`config.mk`:
```
export PLATFORM = sky130hd
export DESIGN_NAME = bsg_adder_wide_seq
export DESIGN_NICKNAME = d
export VERILOG_FILES = /design/src/rtl/bsg_adder_wide_seq_pkg.sv /design/src/rtl/bsg_adder_ripple_carry.sv /design/src/rtl/bsg_adder_wide_seq.sv
export SDC_FILE = /design/constraint.sdc
export NUM_CORES = 1
export LEC_CHECK = 0
export ABC_AREA = 1
export CAP_MARGIN = 0
export CORE_AREA = 2 2 146 148
export DETAILED_ROUTE_END_ITERATION = 10
export DIE_AREA = 0 0 148 150
export PLACE_DENSITY_LB_ADDON = 0.25
export SYNTH_ARGS = -nofsm -noshare
export SYNTH_HDL_FRONTEND = slang
export SYNTH_SLANG_ARGS = --single-unit
```
`constraint.sdc`:
```
create_clock -name clk_i -period 1.6 [get_ports clk_i]
set_input_delay 0.32 -clock clk_i [delete_from_list [all_inputs] [get_ports clk_i]]
set_output_delay 0.32 -clock clk_i [all_outputs]
set_load 0.02 [all_outputs]
```
`src/rtl/bsg_adder_wide_seq_pkg.sv`:
```
// rtl/bsg_adder_wide_seq_pkg.sv - shared types and helpers for the sequential wide adder
package bsg_adder_wide_seq_pkg;

  typedef enum logic [1:0] {
    IDLE = 2'd0,
    BUSY = 2'd1,
    DONE = 2'd2
  } state_e;

  // Chunk counter width: never narrower than one bit, even for a single chunk.
  function automatic int chunk_cnt_width(input int n);
    return (n > 1) ? $clog2(n) : 1;
  endfunction

endpackage

```
`src/rtl/bsg_adder_ripple_carry.sv`:
```
// rtl/bsg_adder_ripple_carry.sv - combinational ripple-carry adder slice
module bsg_adder_ripple_carry #(
  parameter int width_p = 17
) (
  input  logic [width_p-1:0] a_i,
  input  logic [width_p-1:0] b_i,
  output logic [width_p-1:0] s_o,
  output logic               c_o
);

  assign {c_o, s_o} = a_i + b_i;

endmodule

```
`src/rtl/bsg_adder_wide_seq.sv`:
```
// rtl/bsg_adder_wide_seq.sv - multi-cycle wide add/subtract using one narrow slice
module bsg_adder_wide_seq
  import bsg_adder_wide_seq_pkg::*;
#(
  parameter int width_p       = 64,
  parameter int slice_width_p = 16
) (
  input  logic               clk_i,
  input  logic               reset_n_i,
  input  logic               v_i,
  output logic               ready_o,
  input  logic [width_p-1:0] a_i,
  input  logic [width_p-1:0] b_i,
  input  logic               sub_i,
  output logic               v_o,
  output logic [width_p-1:0] s_o,
  output logic               c_o,
  input  logic               yumi_i
);

  localparam int n_lp     = (slice_width_p > 0) ? (width_p / slice_width_p) : 1;
  localparam int cnt_w_lp = chunk_cnt_width(n_lp);

  typedef logic [cnt_w_lp-1:0] chunk_cnt_t;

  localparam chunk_cnt_t last_chunk_lp = chunk_cnt_t'(n_lp - 1);

  if ((slice_width_p < 1) ? 1'b1 : ((width_p % slice_width_p) != 0)) begin : g_bad_params
    $error("bsg_adder_wide_seq: width_p must be a positive multiple of slice_width_p");
  end

  state_e                   state_r, state_n;
  logic [width_p-1:0]       a_r, b_r, s_r;
  logic                     c_r;
  chunk_cnt_t               cnt_r;
  logic [slice_width_p:0]   slice_sum;
  logic                     slice_c;
  logic [slice_width_p-1:0] chunk_sum;
  logic [width_p-1:0]       s_next;
  logic                     accept;

  // The low guard bit {1,carry} turns the stored carry into the slice carry-in.
  bsg_adder_ripple_carry #(.width_p(slice_width_p + 1)) u_slice (
    .a_i({a_r[slice_width_p-1:0], 1'b1}),
    .b_i({b_r[slice_width_p-1:0], c_r}),
    .s_o(slice_sum),
    .c_o(slice_c)
  );

  assign chunk_sum = slice_sum[slice_width_p:1];

  if (n_lp == 1) begin : g_single
    assign s_next = chunk_sum;
  end else begin : g_multi
    assign s_next = {chunk_sum, s_r[width_p-1:slice_width_p]};
  end

  assign accept = v_i & ready_o;

  always_ff @(posedge clk_i or negedge reset_n_i) begin
    if (!reset_n_i) state_r <= IDLE;
    else            state_r <= state_n;
  end

  always_comb begin
    state_n = state_r;
    case (state_r)
      IDLE:    if (v_i) state_n = BUSY;
      BUSY:    if (cnt_r == last_chunk_lp) state_n = DONE;
      DONE:    if (yumi_i) state_n = IDLE;
      default: state_n = IDLE;
    endcase
  end

  always_comb begin
    ready_o = (state_r == IDLE);
    v_o     = (state_r == DONE);
  end

  always_ff @(posedge clk_i or negedge reset_n_i) begin
    if (!reset_n_i) begin
      a_r   <= '0;
      b_r   <= '0;
      s_r   <= '0;
      c_r   <= 1'b0;
      cnt_r <= '0;
    end else begin
      case (state_r)
        IDLE: if (accept) begin
          a_r   <= a_i;
          b_r   <= sub_i ? ~b_i : b_i;
          c_r   <= sub_i;
          cnt_r <= '0;
        end
        BUSY: begin
          a_r   <= a_r >> slice_width_p;
          b_r   <= b_r >> slice_width_p;
          s_r   <= s_next;
          c_r   <= slice_c;
          cnt_r <= cnt_r + chunk_cnt_t'(1);
        end
        default: ;
      endcase
    end
  end

  assign s_o = s_r;
  assign c_o = c_r;

  yumi_needs_valid: assert property (@(posedge clk_i) disable iff (!reset_n_i) yumi_i |-> v_o);

endmodule
```
==> results.md, run 1 <==
* Outcome: finished, violations left
* Violated checks: negative setup slack
* Crit path capture type: flip-flop
* Drt first pass iters at 5
* Period utilisation layout at 103%
* Number of core rows at 53
* Slowest stage cell, crit path: dfrtp_1
* PD cells at 2150 mW/mm²
* Crit-path cells: fa_2 -> nand2_2 -> nand2_2 -> nand3b_1 -> nand2_2 -> or2_4 -> nand3_2 -> nand2_1
* Vias per cell at 4.99
* Met2 Usage GRT at 36.3%
* Number of global-route vias before repair at 7739
* Final wirelength at 24.1 mm
* Most common cell in the netlist: nand2_1
* Grt met1 use at 31.3%
* Top cell type's share of synthesized area at 52.6%
* First-pass GRT wire length at 39.5 mm
* Multi-input logic area at 0.00415 mm²
* Peak supply drop at 1360 µV
* Seq/Total Area, Yosys at 52.6%
* TritonCTS Buffers at 17
* Fill count at 1765
* Clock buffer depth at 2
* Die width at 148 µm
* Slew Limit Headroom at 66.9%
* Placed cell count at 1534
* Number of flops mapped to enable cells by yosys at 0
* TritonCTS Sinks at 197
* Largest net degree at the start of global routing at 109
* Syn. warnings at 0
* Clk_skew at 0.00828 ns
* Placed Area at 0.0120 mm²
* Total congestion overflow at 0
* CP required at 1.91 ns
* Post-DRT Antenna Nets at 0
* CP peak stage delay at 0.42 ns
* Place WS at -0.143 ns
* Post-synthesis instance total at 1060
* R2r worst-path depth at 8
* RSZ-0062 raised after global routing: yes
* Post-synth top cells: 386 x nand2_1, 197 x dfrtp_1, 100 x inv_1
* Synth Area per Inst at 8.84 µm²
* TritonCTS clock tree: done
* Slack of the critical path at -0.0528 ns
* Clock latency on the worst-skew pair at 0.43 ns
* H-tree depth at 4
* GR Layer Usage met3 at 3.23%
* Worst slew pin tran at 0.496 ns
* Die height at 150 µm
* Worst reg2reg endpoint: s_o[53]
* FF/Latch Area at 0.00494 mm²
* Most common cell on crit path: nand2_2
* Max Freq at 605 MHz
* Clock-pin slew of the registers on the worst-case setup and hold paths at 0.07 ns
* Unique masters post-synth at 29
* Largest cells by area after synthesis: dfrtp_1 53%, nand2_1 15%, xnor2_1 6.3%
* Pins Over Slew Limit at 0
* Max-cap viol count at 0
* Sum of net half-perimeters after detailed placement at 16.8 mm
* Delay-heaviest family, CP: simple AND/OR/NAND/NOR gates
* CP Launch Type: flip-flop
* R2R Setup Slk at -0.05 ns
* #FFs+latches synth at 197
* Leakage at 6.09 nW
* Area Growth Syn to Fin at 39.2%
* Crit Path Class: reg -> reg
* Syn nets at 1211
* Cell area after layout at 0.0130 mm²
* Crit-path max FO at 4
* Drt initial violations at 455
* Most used DFF post-synth: dfrtp_1
* Core ar. at 0.0207 mm²
* Num ports at 200
* I/O Buffers at 199
* Layout cells sized above 1 at 14.1%
* DR vias at 7871
* Post-Synthesis Cell Area at 0.00937 mm²
* Ant diodes at 0
* RR Startpoint: b_r[0]
* Routed len/inst at 15.3 µm
* Final setup violation count at 5
* Hold Crit Class: in -> async
* DRC at 0
* Initial antenna violation count at 0
* CP arrival at 1.97 ns
* Final hold vios at 0
* Nets at 1440
* Non-Filler Instances at 1576
* Async SR Flop Fraction at 100%
* Gr usage total at 22.5%
* Cell taking the most area after synthesis: dfrtp_1
* Crit path buf inv count at 0
* GP Congestion at 0.890
* Die Area at 0.0222 mm²
* GRT Max-Usage Layer: met2
* Root Buffer Master: clkbuf_16
* Starting Density at 45.3%
* Final min period at 1.65 ns
-- registers in the layout, indices dropped and copies added, names as in the netlist --
| register | flops |
|---|---|
| a_r | 64 |
| b_r | 64 |
| s_o | 64 |
| cnt_r | 2 |
| state_r | 2 |
| c_o | 1 |
-- area by class of cell --
| type | instances | share of cell area [%] |
|---|---|---|
| flip-flops and latches | 197 | 37.9 |
| clock inverters | 12 | 0.815 |
| well taps | 275 | 2.64 |
| repair buffers | 268 | 20.4 |
| multi-input cells | 701 | 31.8 |
| inverters | 104 | 3.07 |
| clock buffers | 19 | 3.40 |
-- placed cells by master, fill, tap and decap left out, types with 30 or more instances in the layout --
master / n
o221ai_1: 30
dlygate4sd2_1: 64
o21ai_0: 39
inv_1: 100
dfrtp_1: 189
nand2_1: 361
o211ai_1: 54
clkdlybuf4s50_1: 130
xnor2_1: 65
buf_4: 47
-- routing by layer --
layer,share of wire (%),up-vias
li1,-,3905
met1,46,3732
met2,48,203
met3,4.0,31
met4,2.1,0
met5,0,-
-- cell families after synthesis --
kind of cell	share of synthesized area (%)
adders and majority gates	2.48
buffers and inverters	7.34
AOI/OAI and AO/OA	12.5
DFF	52.6
xor gates and xnor gates	6.36
and+or+nand+nor	18.7
-- stage by stage --
stage          util [%]  hold WS, ns  power [mW]  setup TNS, ns
2_1_floorplan         -       0.0244        17.2              0
3_3_place_gp       58.2        0.240        22.4          -9.79
3_5_place_dp       58.2        0.243        22.7         -10.15
4_1_cts            62.0        0.395        27.3         -0.113
5_1_grt            63.0        0.418        30.3          -1.04
6_report           63.0        0.386        28.0         -0.130
-- what timing repair did --
| item | in CTS | in global routing |
|---|---|---|
| pin swaps | 15 | 18 |
| endpoints found under the hold margin | 37 | 0 |
| endpoints found under the setup margin | 80 | 102 |
| setup buffers | 2 | 7 |
| gates cloned | 0 | 1 |
| hold buffers | 1 | 0 |
| resized for setup | 131 | 39 |
-- worst max path at each step --
| stage | from | to | slack, ns | cells after the start |
|---|---|---|---|---|
| CTS | c_o | s_o[53] | -0.04 | 8 |
| detailed placement | v_i | a_r[60] | -0.14 | 7 |
| finish | b_r[0] | s_o[53] | -0.05 | 8 |
| floorplan | c_o | s_o[55] | 0.002 | 8 |
| global route | b_r[0] | s_o[53] | -0.13 | 8 |
| global placement | v_i | a_r[62] | -0.13 | 7 |
-- power by group --
| part | switching (mW) | internal [mW] | total [mW] | leakage [nW] |
|---|---|---|---|---|
| logic | 8.57 | 6.57 | 15.1 | 3.33 |
| clock network | 1.84 | 2.18 | 4.02 | 0.273 |
| registers | 1.47 | 7.38 | 8.85 | 2.49 |
Note: power is estimated with default switching activity, not from simulation.
==> run 2, diff against run 1 <==
- RECOVER_POWER: default -> 50
==> run 2 against run 1 <==
  * The flow still finishes with violations (negative setup slack)
  * Count of clock-buffer cells in the layout did not move
  * Core utilization is 0.22 points lower
  * Via count is 0.56% higher
  * Worst setup slack barely moved
  * Global-route usage unchanged
  * Critical path depth unchanged
  * Register-to-register slack hardly changed
  * Combinational power about the same
  * Worst hold slack gained 0.019 ns
  * Sequential share of layout area grew 0.13 points
  * Critical path type unchanged
  * Critical endpoint unchanged
  * Largest power group unchanged
==> results.md, run 2 (synthesis results as in run 1) <==
* Outcome: finished, violations left
* Violated checks: negative setup slack
* TritonCTS Buffers at 17
* Post-Route Setup TNS at -0.268 ns
* Gr usage total at 22.5%
* Multi-input logic area at 0.00414 mm²
* Pint at 16.0 mW
* Power Total at 27.9 mW
* Vias per cell at 5.02
* Clk network pwr share at 14.4%
* DRC at 0
* Post-DRT Antenna Nets at 0
* CP required at 1.91 ns
* RR Startpoint: b_r[0]
* I/O Buffers at 199
* Ant diodes at 0
* Crit path buf inv count at 0
* TritonCTS clock tree: done
* Final min period at 1.65 ns
* Clock latency on the worst-skew pair at 0.43 ns
* Most common cell on crit path: nand2_2
* Starting Density at 45.3%
* Die Area at 0.0222 mm²
* Clock buffer depth at 2
* Pins Over Slew Limit at 0
* GR Layer Usage met3 at 3.23%
* Worst slew pin tran at 1.06 ns
* Area Growth Syn to Fin at 38.7%
* Sum of net half-perimeters after detailed placement at 16.8 mm
* Crit path capture type: flip-flop
* Num ports at 200
* Nets at 1440
* Clock-pin slew of the registers on the worst-case setup and hold paths at 0.07 ns
* Commonest non-fill, non-tap cell in the layout: nand2_1
* Comb power frac at 53.8%
* CP Launch Type: flip-flop
* Root Buffer Master: clkbuf_16
* Most frequent cells in the layout: 361 x nand2_1, 190 x dfrtp_1, 130 x clkdlybuf4s50_1
* GP Congestion at 0.890
* Drt initial violations at 439
* Max-cap viol count at 0
* Crit-path cells: fa_2 -> nand2_2 -> nand2_2 -> nand3b_1 -> nand2_2 -> or2_4 -> nand3_2 -> nand2_1
* Drt first pass iters at 5
* Max Freq at 605 MHz
* Delay-heaviest family, CP: simple AND/OR/NAND/NOR gates
* Leakage at 6.08 nW
* Slew Limit Headroom at 29.1%
* Share of the core filled with cells at 62.8%
* Initial antenna violation count at 0
* Die height at 150 µm
* Final setup violation count at 13
* H-tree depth at 4
* Largest net degree at the start of global routing at 109
* DR vias at 7915
* Crit Path Class: reg -> reg
* Slack of the critical path at -0.0527 ns
* RSZ-0062 raised after global routing: yes
* Met2 Usage GRT at 36.3%
* Total congestion overflow at 0
* Crit-path max FO at 4
* First-pass GRT wire length at 39.5 mm
* Layout cells sized above 1 at 14.0%
* TritonCTS Sinks at 197
* Slowest stage cell, crit path: dfrtp_1
* Critical Path Start: b_r[0]
* Final wirelength at 24.1 mm
* Grt met1 use at 31.3%
* Period utilisation layout at 103%
* Final hold vios at 0
* Cell area after layout at 0.0130 mm²
* Core ar. at 0.0207 mm²
* Number of global-route vias before repair at 7739
* CP peak stage delay at 0.42 ns
* Sequential cell fraction of total power at 31.7%
* Hold Crit Class: in -> reg
* PD cells at 2140 mW/mm²
* GRT Max-Usage Layer: met2
* Placed Area at 0.0120 mm²
* Switching power at 11.8 mW
* FF/Latch Area at 0.00494 mm²
* Clk_skew at 0.00811 ns
* Fill count at 1770
* Hold Crit Start: sub_i
* Die width at 148 µm
* Net Sw Frac at 42.5%
* Routed len/inst at 15.3 µm
* Number of core rows at 53
* CP arrival at 1.97 ns
* Peak supply drop at 1350 µV
## run 2: cell types whose count changed in the layout (fill, tap and decap cells not counted)
cell and delta:
buf_4 +1, dfrtp_2 -1, nand2_4 -1, buf_12 -1, dfrtp_1 +1, nor2_4 -1
nor2_2 +1, clkbuf_16 -1, nand2_2 +1, inv_1 +1, inv_4 -1, buf_2 +1
## run 2: tightest hold or removal path: stages
cell and delay (ns):
buf_4 0.22, xnor2_1 0.19, o22ai_1 0.07
## run 2: worst paths after layout
check | slack, ns | cells after the start | endpoint
max | -0.05 | 8 | s_o[53]
min in group asynchronous | 0.64 | 2 | a_r[18]
max reg2reg | -0.05 | 8 | s_o[53]
max in group asynchronous | 0.15 | 3 | b_r[31]
min reg2reg | 0.48 | 2 | s_o[2]
min | 0.40 | 3 | b_r[60]
## run 2: per-stage QoR
stage               hold slack [ns]  setup WS, ns  std cells
finish                        0.405       -0.0527       1576
global placement              0.240        -0.131       1534
floorplan                    0.0244       0.00224       1060
detailed placement            0.243        -0.143       1534
CTS                           0.395       -0.0416       1568
global route                  0.419        -0.128       1576
## run 2: repair_timing
| item | 4_1_cts | 5_1_grt |
|---|---|---|
| hold endpoints to repair | 37 | 0 |
| pin swaps | 15 | 18 |
| gates resized for setup | 131 | 39 |
| setup buffers | 2 | 7 |
| hold buffers | 1 | 0 |
| setup endpoints to repair | 80 | 102 |
| gates cloned | 0 | 1 |
## run 2: final cells by class
class | instances | area share [%]
clock buffers | 19 | 3.41
flip-flops and latches | 197 | 38.0
clock inverters | 12 | 0.818
multi-input cells | 701 | 31.8
repair buffers | 268 | 20.2
inverters | 104 | 3.06
well taps | 275 | 2.65
## run 2: per-layer routing
| layer | part of all wire (%) | routed length [µm] |
|---|---|---|
| met5 | 0 | 0 |
| met4 | 2.0 | 486 |
| met3 | 4.2 | 1020 |
| met2 | 48 | 11500 |
| met1 | 46 | 11100 |
## run 2: power groups by stage
stage | logic, mW | clock network (mW) | registers (mW)
floorplan | 7.89 | 0 | 9.32
global placement | 13.6 | 0 | 8.74
detailed placement | 13.9 | 0 | 8.80
CTS | 14.3 | 4.10 | 8.85
global route | 16.7 | 4.36 | 9.12
finish | 15.0 | 4.02 | 8.85
==> run 3, diff against run 2 <==
- CAP_MARGIN: 0 -> 20
==> results of run 3 <==
Same layout as run 2: the final DEF is identical, and so are final timing and power.
